--- src/rtl/pipeline_pkg.sv ---
// Shared pipeline definitions: hazard-sequencer state encoding, register constants
// and the load-use decode used by the hazard and forwarding blocks.
package pipeline_pkg;

    localparam logic [1:0] START    = 2'd0;
    localparam logic [1:0] RUN      = 2'd1;
    localparam logic [1:0] MEM_WAIT = 2'd2;

    localparam logic [4:0] REG_X0 = 5'd0;

    // x0 never carries a real dependency, so a load to x0 cannot cause a load-use stall.
    function automatic logic load_use_hit(input logic       memread,
                                          input logic [4:0] rd,
                                          input logic [4:0] rs1,
                                          input logic [4:0] rs2);
        return memread && (rd != REG_X0) && ((rd == rs1) || (rd == rs2));
    endfunction

endpackage

--- src/rtl/sat_counter.sv ---
// Saturating up-counter with synchronous clear; holds at all-ones instead of wrapping.
module sat_counter #(
    parameter int unsigned W = 32
) (
    input  logic         clk,
    input  logic         rst,
    input  logic         clear,
    input  logic         inc,
    output logic [W-1:0] count
);

    logic [W-1:0] count_q;
    logic [W-1:0] count_d;

    always_comb begin
        count_d = count_q;
        if (clear) begin
            count_d = '0;
        end else if (inc && (count_q != '1)) begin
            count_d = count_q + {{(W-1){1'b0}}, 1'b1};
        end
    end

    always_ff @(posedge clk or posedge rst) begin
        if (rst) begin
            count_q <= '0;
        end else begin
            count_q <= count_d;
        end
    end

    assign count = count_q;

endmodule

--- src/rtl/hazard_sequencer.sv ---
// Stall/flush controller for the 5-stage pipeline: load-use bubbles, taken-branch
// flushes, data-memory wait freeze with timeout, post-reset clear and statistics.
module hazard_sequencer #(
    parameter int unsigned CNT_W       = 32,
    parameter int unsigned MEM_TIMEOUT = 15
) (
    input  logic             clk,
    input  logic             reset,
    input  logic             id_ex_memread,
    input  logic [4:0]       id_ex_rd,
    input  logic [4:0]       if_id_rs1,
    input  logic [4:0]       if_id_rs2,
    input  logic             branch_taken,
    input  logic             mem_req,
    input  logic             mem_ready,
    output logic             pc_write,
    output logic             if_id_write,
    output logic             id_ex_write,
    output logic             ex_mem_write,
    output logic             if_id_flush,
    output logic             id_ex_flush,
    output logic             ex_mem_flush,
    output logic             mem_wb_flush,
    output logic             mem_error,
    output logic [CNT_W-1:0] stall_count,
    output logic [CNT_W-1:0] flush_count
);

    import pipeline_pkg::*;

    logic [1:0] state_q, state_d;
    logic [7:0] wait_q, wait_d;
    logic       mem_error_q, mem_error_d;

    logic in_wait;
    logic timeout;
    logic mem_hold;
    logic load_use;
    logic flush_event;
    logic stall_event;
    logic in_start;

    assign in_start = (state_q == START);
    assign in_wait  = (state_q == MEM_WAIT);
    assign load_use = load_use_hit(id_ex_memread, id_ex_rd, if_id_rs1, if_id_rs2);
    assign timeout  = in_wait && !mem_ready && (wait_q >= 8'(MEM_TIMEOUT));
    // Once waiting, only ready or the timeout releases the freeze.
    assign mem_hold = in_wait ? (!mem_ready && !timeout) : (mem_req && !mem_ready);

    always_comb begin
        pc_write     = 1'b1;
        if_id_write  = 1'b1;
        id_ex_write  = 1'b1;
        ex_mem_write = 1'b1;
        if_id_flush  = 1'b0;
        id_ex_flush  = 1'b0;
        ex_mem_flush = 1'b0;
        mem_wb_flush = 1'b0;
        state_d      = state_q;
        wait_d       = wait_q;
        mem_error_d  = mem_error_q;
        flush_event  = 1'b0;

        if (in_start) begin
            pc_write     = 1'b0;
            if_id_write  = 1'b0;
            id_ex_write  = 1'b0;
            ex_mem_write = 1'b0;
            if_id_flush  = 1'b1;
            id_ex_flush  = 1'b1;
            ex_mem_flush = 1'b1;
            mem_wb_flush = 1'b1;
            state_d      = RUN;
            wait_d       = '0;
        end else if (mem_hold) begin
            pc_write     = 1'b0;
            if_id_write  = 1'b0;
            id_ex_write  = 1'b0;
            ex_mem_write = 1'b0;
            mem_wb_flush = 1'b1;
            state_d      = MEM_WAIT;
            wait_d       = in_wait ? (wait_q + 8'd1) : 8'd1;
        end else begin
            state_d = RUN;
            wait_d  = '0;
            // Abandoned access: the dropped load must not reach write-back.
            if (timeout) begin
                mem_wb_flush = 1'b1;
                mem_error_d  = 1'b1;
            end
            if (branch_taken && !mem_req) begin
                if_id_flush  = 1'b1;
                id_ex_flush  = 1'b1;
                ex_mem_flush = 1'b1;
                flush_event  = 1'b1;
            end else if (load_use) begin
                pc_write    = 1'b0;
                if_id_write = 1'b0;
                id_ex_flush = 1'b1;
            end
        end
    end

    assign stall_event = !in_start && !pc_write;

    always_ff @(posedge clk or posedge reset) begin
        if (reset) begin
            state_q     <= START;
            wait_q      <= '0;
            mem_error_q <= 1'b0;
        end else begin
            state_q     <= state_d;
            wait_q      <= wait_d;
            mem_error_q <= mem_error_d;
        end
    end

    assign mem_error = mem_error_q;

    sat_counter #(.W(CNT_W)) u_stall_cnt (
        .clk   (clk),
        .rst   (reset),
        .clear (in_start),
        .inc   (stall_event),
        .count (stall_count)
    );

    sat_counter #(.W(CNT_W)) u_flush_cnt (
        .clk   (clk),
        .rst   (reset),
        .clear (in_start),
        .inc   (flush_event),
        .count (flush_count)
    );

    // Branch and memory request both come from the single MEM-stage instruction.
    a_branch_mem_exclusive: assert property (@(posedge clk) disable iff (reset)
        !(branch_taken && mem_req))
        else $error("branch_taken asserted together with mem_req");

endmodule
--- config.mk ---
export PLATFORM = sky130hd
export DESIGN_NAME = hazard_sequencer
export DESIGN_NICKNAME = d
export VERILOG_FILES = /design/src/rtl/pipeline_pkg.sv /design/src/rtl/sat_counter.sv /design/src/rtl/hazard_sequencer.sv
export SDC_FILE = /design/constraint.sdc
export NUM_CORES = 1
export LEC_CHECK = 0
export ABC_CLOCK_PERIOD_IN_PS = 4490
export CORE_AREA = 8 8 74 140
export DETAILED_ROUTE_END_ITERATION = 8
export DIE_AREA = 0 0 82 148
export PLACE_DENSITY = 0.78
export SLEW_MARGIN = 10
export SYNTH_ARGS = -nofsm -noshare
export SYNTH_HDL_FRONTEND = slang
export SYNTH_HIERARCHICAL = 1
export SYNTH_SLANG_ARGS = --single-unit
--- constraint.sdc ---
create_clock -name clk -period 4.49 [get_ports clk]
set_input_delay 1.347 -clock clk [delete_from_list [all_inputs] [get_ports clk]]
set_output_delay 1.347 -clock clk [all_outputs]
set_load 0.005 [all_outputs]
==> out/results.ini <==
[logic_synthesis]
synth-main-ff-cell = dfrtp_1
yosysTopAreaCell = dfrtp_1
synth_xor_xnor_area_share_pct = 3.81
synth_top_family_by_area = simple AND/OR/NAND/NOR gates
synthCells = 441
synth-edff-count = 0
synth-adder-area-share_pct = 0.907
synthDistinctLibCells = 44
yosysSeqAreaShare_pct = 45.3
yosysWarnings = 6
synthSimpleGateAreaFrac_pct = 24.6
synth_mux_area_share_pct = 0.484
async_flop_share_pct = 100
yosys.area.top_type_share_pct = 45.3
synth_compound_area_share_pct = 20.6
synthTopCellsByArea = dfrtp_1 45%, a21oi_1 6.8%, o31ai_1 5.8%, or4_1 5.4%, or3_1 3.6%
synth_area_per_cell_um2 = 9.39
synth-seq-cells = 75
synthesis.area_um2 = 4140

[pwr]
power_density_nw_per_um2 = 296
swShare_pct = 24.0
intPower_w = 0.00125
ir_worst_vdd_uv = 220
pwr-share-comb_pct = 11.9
switchingPower_w = 0.000396
p_leak_nw = 2.19
clock_power_share_pct = 43.3
seqPwrFrac_pct = 44.8

[final_layout]
register_area_um2 = 1880
final_nets = 577
syn_to_final_growth_pct = 34.7
fin_cells = 658
layout_common_cells = 90 x clkdlybuf4s50_1, 75 x dfrtp_1, 56 x a21oi_1, 32 x o31ai_1, 30 x or4_1
design_area_um2 = 5580
multi_input_area_um2 = 2110
diodes = 0
layout_commonest_cell = clkdlybuf4s50_1
drive_gt1_share_pct = 9.32
fin_util_pct = 65.4
fillers = 729

[global_route]
track_usage_pct = 19.1
grt_max_degree = 38
grt_pass1_wl_um = 18500
antenna_found_initial = 0
grt-ovfl-total = 0
grt_pass1_vias = 4075

[route]
ant_nets = 0
via_per_inst = 6.09
drt_iter0_drc = 151
dr.pass1.iters = 5
drc = 0
post_drt_wl_per_cell_um = 17.3
wirelength_um = 11400
dr_total_vias = 4008

[sta]
finalHoldViolCount = 0
final-setup-viol-count = 2
min_period_ns = 4.57
fmax_mhz = 219
drv_slew = 0
tightestPinTransition_ns = 1.14
layout_setup_ws_ns = -0.0818
maxSlewHeadroom_pct = 23.1
fin_crit_sh_pct = 102
timing.hold.ws_ns = 0.504
rsz0062_at_grt = true
skew_ns = 0.00531

[setup_path]
rr_worst_depth = 13
path_class = input port to output pin
rr_endpoint = u_stall_cnt/count[29]
crit_end = if_id_write
start_kind = input port
worstSetupStartpoint = id_ex_rd[1]
worstPathArrival_ns = 3.22
crit_chain = clkdlybuf4s50_1 > or4_1 > o21ai_2 > nand2b_1 > o21ba_2 > clkdlybuf4s50_1
max_stage_delay_ns = 0.54
r2r_slack_ns = 1.41
cp_slowest_cell = or4_1
cp_max_fo = 2
cpMostUsedCell = clkdlybuf4s50_1
required_ns = 3.14
crit_path_end_kind = output pin
r2r-start = state_q[0]

[cts]
cts_tree = yes
cts.htree.levels = 3
clk_latency_ns = 0.33
clk_pin_slew_ns = 0.06
numCtsBuffers = 9
hold_buffers = 0
cts.sinks = 75
root_buffer = clkbuf_16
clockBufferDepth = 2

[floorplan]
core_um2 = 8530
dieArea_um2 = 12100
die_w_um = 82
io_pins = 94
start_util_pct = 48.5
row_count = 48
die_height_um = 148

[status]
violations = negative setup slack
outcome = finished with violations

[min_path]
whs_path_depth = 1
hp-start = mem_error
hold_class = flip-flop to flip-flop

[place]
place_ws_ns = -0.151
postPlaceCellArea_um2 = 5270
globalplace.congestion = 0.844
hpwl_um = 8640
dpl.cell_count = 641
portBuffers = 93

[run]
drv_cap = 0

-- routing by layer --
layer  track usage (%)  routed length, um  part of all wire, %
met2              35.8               6540                   57
met1              18.0               3940                   35
met5                 0                  0                    0
met4              10.6                416                  3.7
met3              3.59                490                  4.3
-- stage by stage --
stage               total power (W)  setup TNS, ns
finish                      0.00165         -0.163
floorplan                  0.000829              0
detailed placement         0.000951         -0.369
global placement           0.000942         -0.168
CTS                         0.00167         -0.176
global route                0.00172         -0.261
-- flip-flops by register name, indices dropped and copies added (netlist names) --
name               cells
u_stall_cnt/count     32
state_q                2
wait_q                 8
u_flush_cnt/count     32
mem_error              1
-- worst min-delay path by stage --
stage / to / slack [ns]
floorplan: mem_error / 0.46
global placement: mem_error / 0.48
detailed placement: mem_error / 0.49
CTS: mem_error / 0.50
global route: mem_error / 0.50
finish: mem_error / 0.50
-- worst max-delay path, delay by kind of cell --
family	cells	cell delay, ns
buffers and inverters	2	0.91
and+or+nand+nor	2	0.68
AOI/OAI and AO/OA	2	0.29
-- timing repair --
| item | CTS | global route |
|---|---|---|
| pin swaps | 0 | 0 |
| hold endpoints to repair | 0 | 0 |
| buffers inserted | 1 | 0 |
| cloned | 0 | 0 |
| resized for setup | 3 | 1 |
| setup endpoints to repair | 3 | 2 |
-- synthesized netlist by cell type (3+ instances only) --
library cell / instances
and3_1: 6
nor2_1: 19
xnor2_1: 5
dfrtp_1: 75
o31ai_1: 32
o21ba_2: 3
buf_4: 3
clkbuf_1: 8
xor2_1: 13
o21ai_0: 25
and4_1: 8
nand2_1: 25
inv_1: 23
or3_1: 24
nor3_1: 4
a21oi_1: 56
nand3_1: 23
or4_1: 30
ha_1: 3
nand4_1: 12
nor4_1: 6
-- power by group through the flow --
stage / clock (W) / combinational [W] / sequential, W
6_report: 0.000714 / 0.000197 / 0.000738
5_1_grt: 0.000760 / 0.000215 / 0.000741
4_1_cts: 0.000728 / 0.000201 / 0.000738
3_5_place_dp: 0 / 0.000201 / 0.000750
3_3_place_gp: 0 / 0.000193 / 0.000749
2_1_floorplan: 0 / 0.0000846 / 0.000744
-- final cells by class --
type / count / share of cell area (%)
flip-flops and latches: 75 / 33.7
well taps: 100 / 2.24
multi-input cells: 331 / 37.9
repair buffers: 113 / 19.3
inverters: 23 / 1.55
clock inverters: 5 / 0.943
clock buffers: 11 / 4.35
-- logic make-up (layout without fill, tap and decap cells) --
family,after synthesis,in the layout
buffers and inverters,38,152
other,1,4
AO/OA/AOI/OAI,135,135
adder cells (fa/ha/maj),3,3
flip-flops,75,75
XOR/XNOR,18,18
multiplexers,2,2
AND/OR/NAND/NOR,169,169
Note: power is estimated with default switching activity, not from simulation.
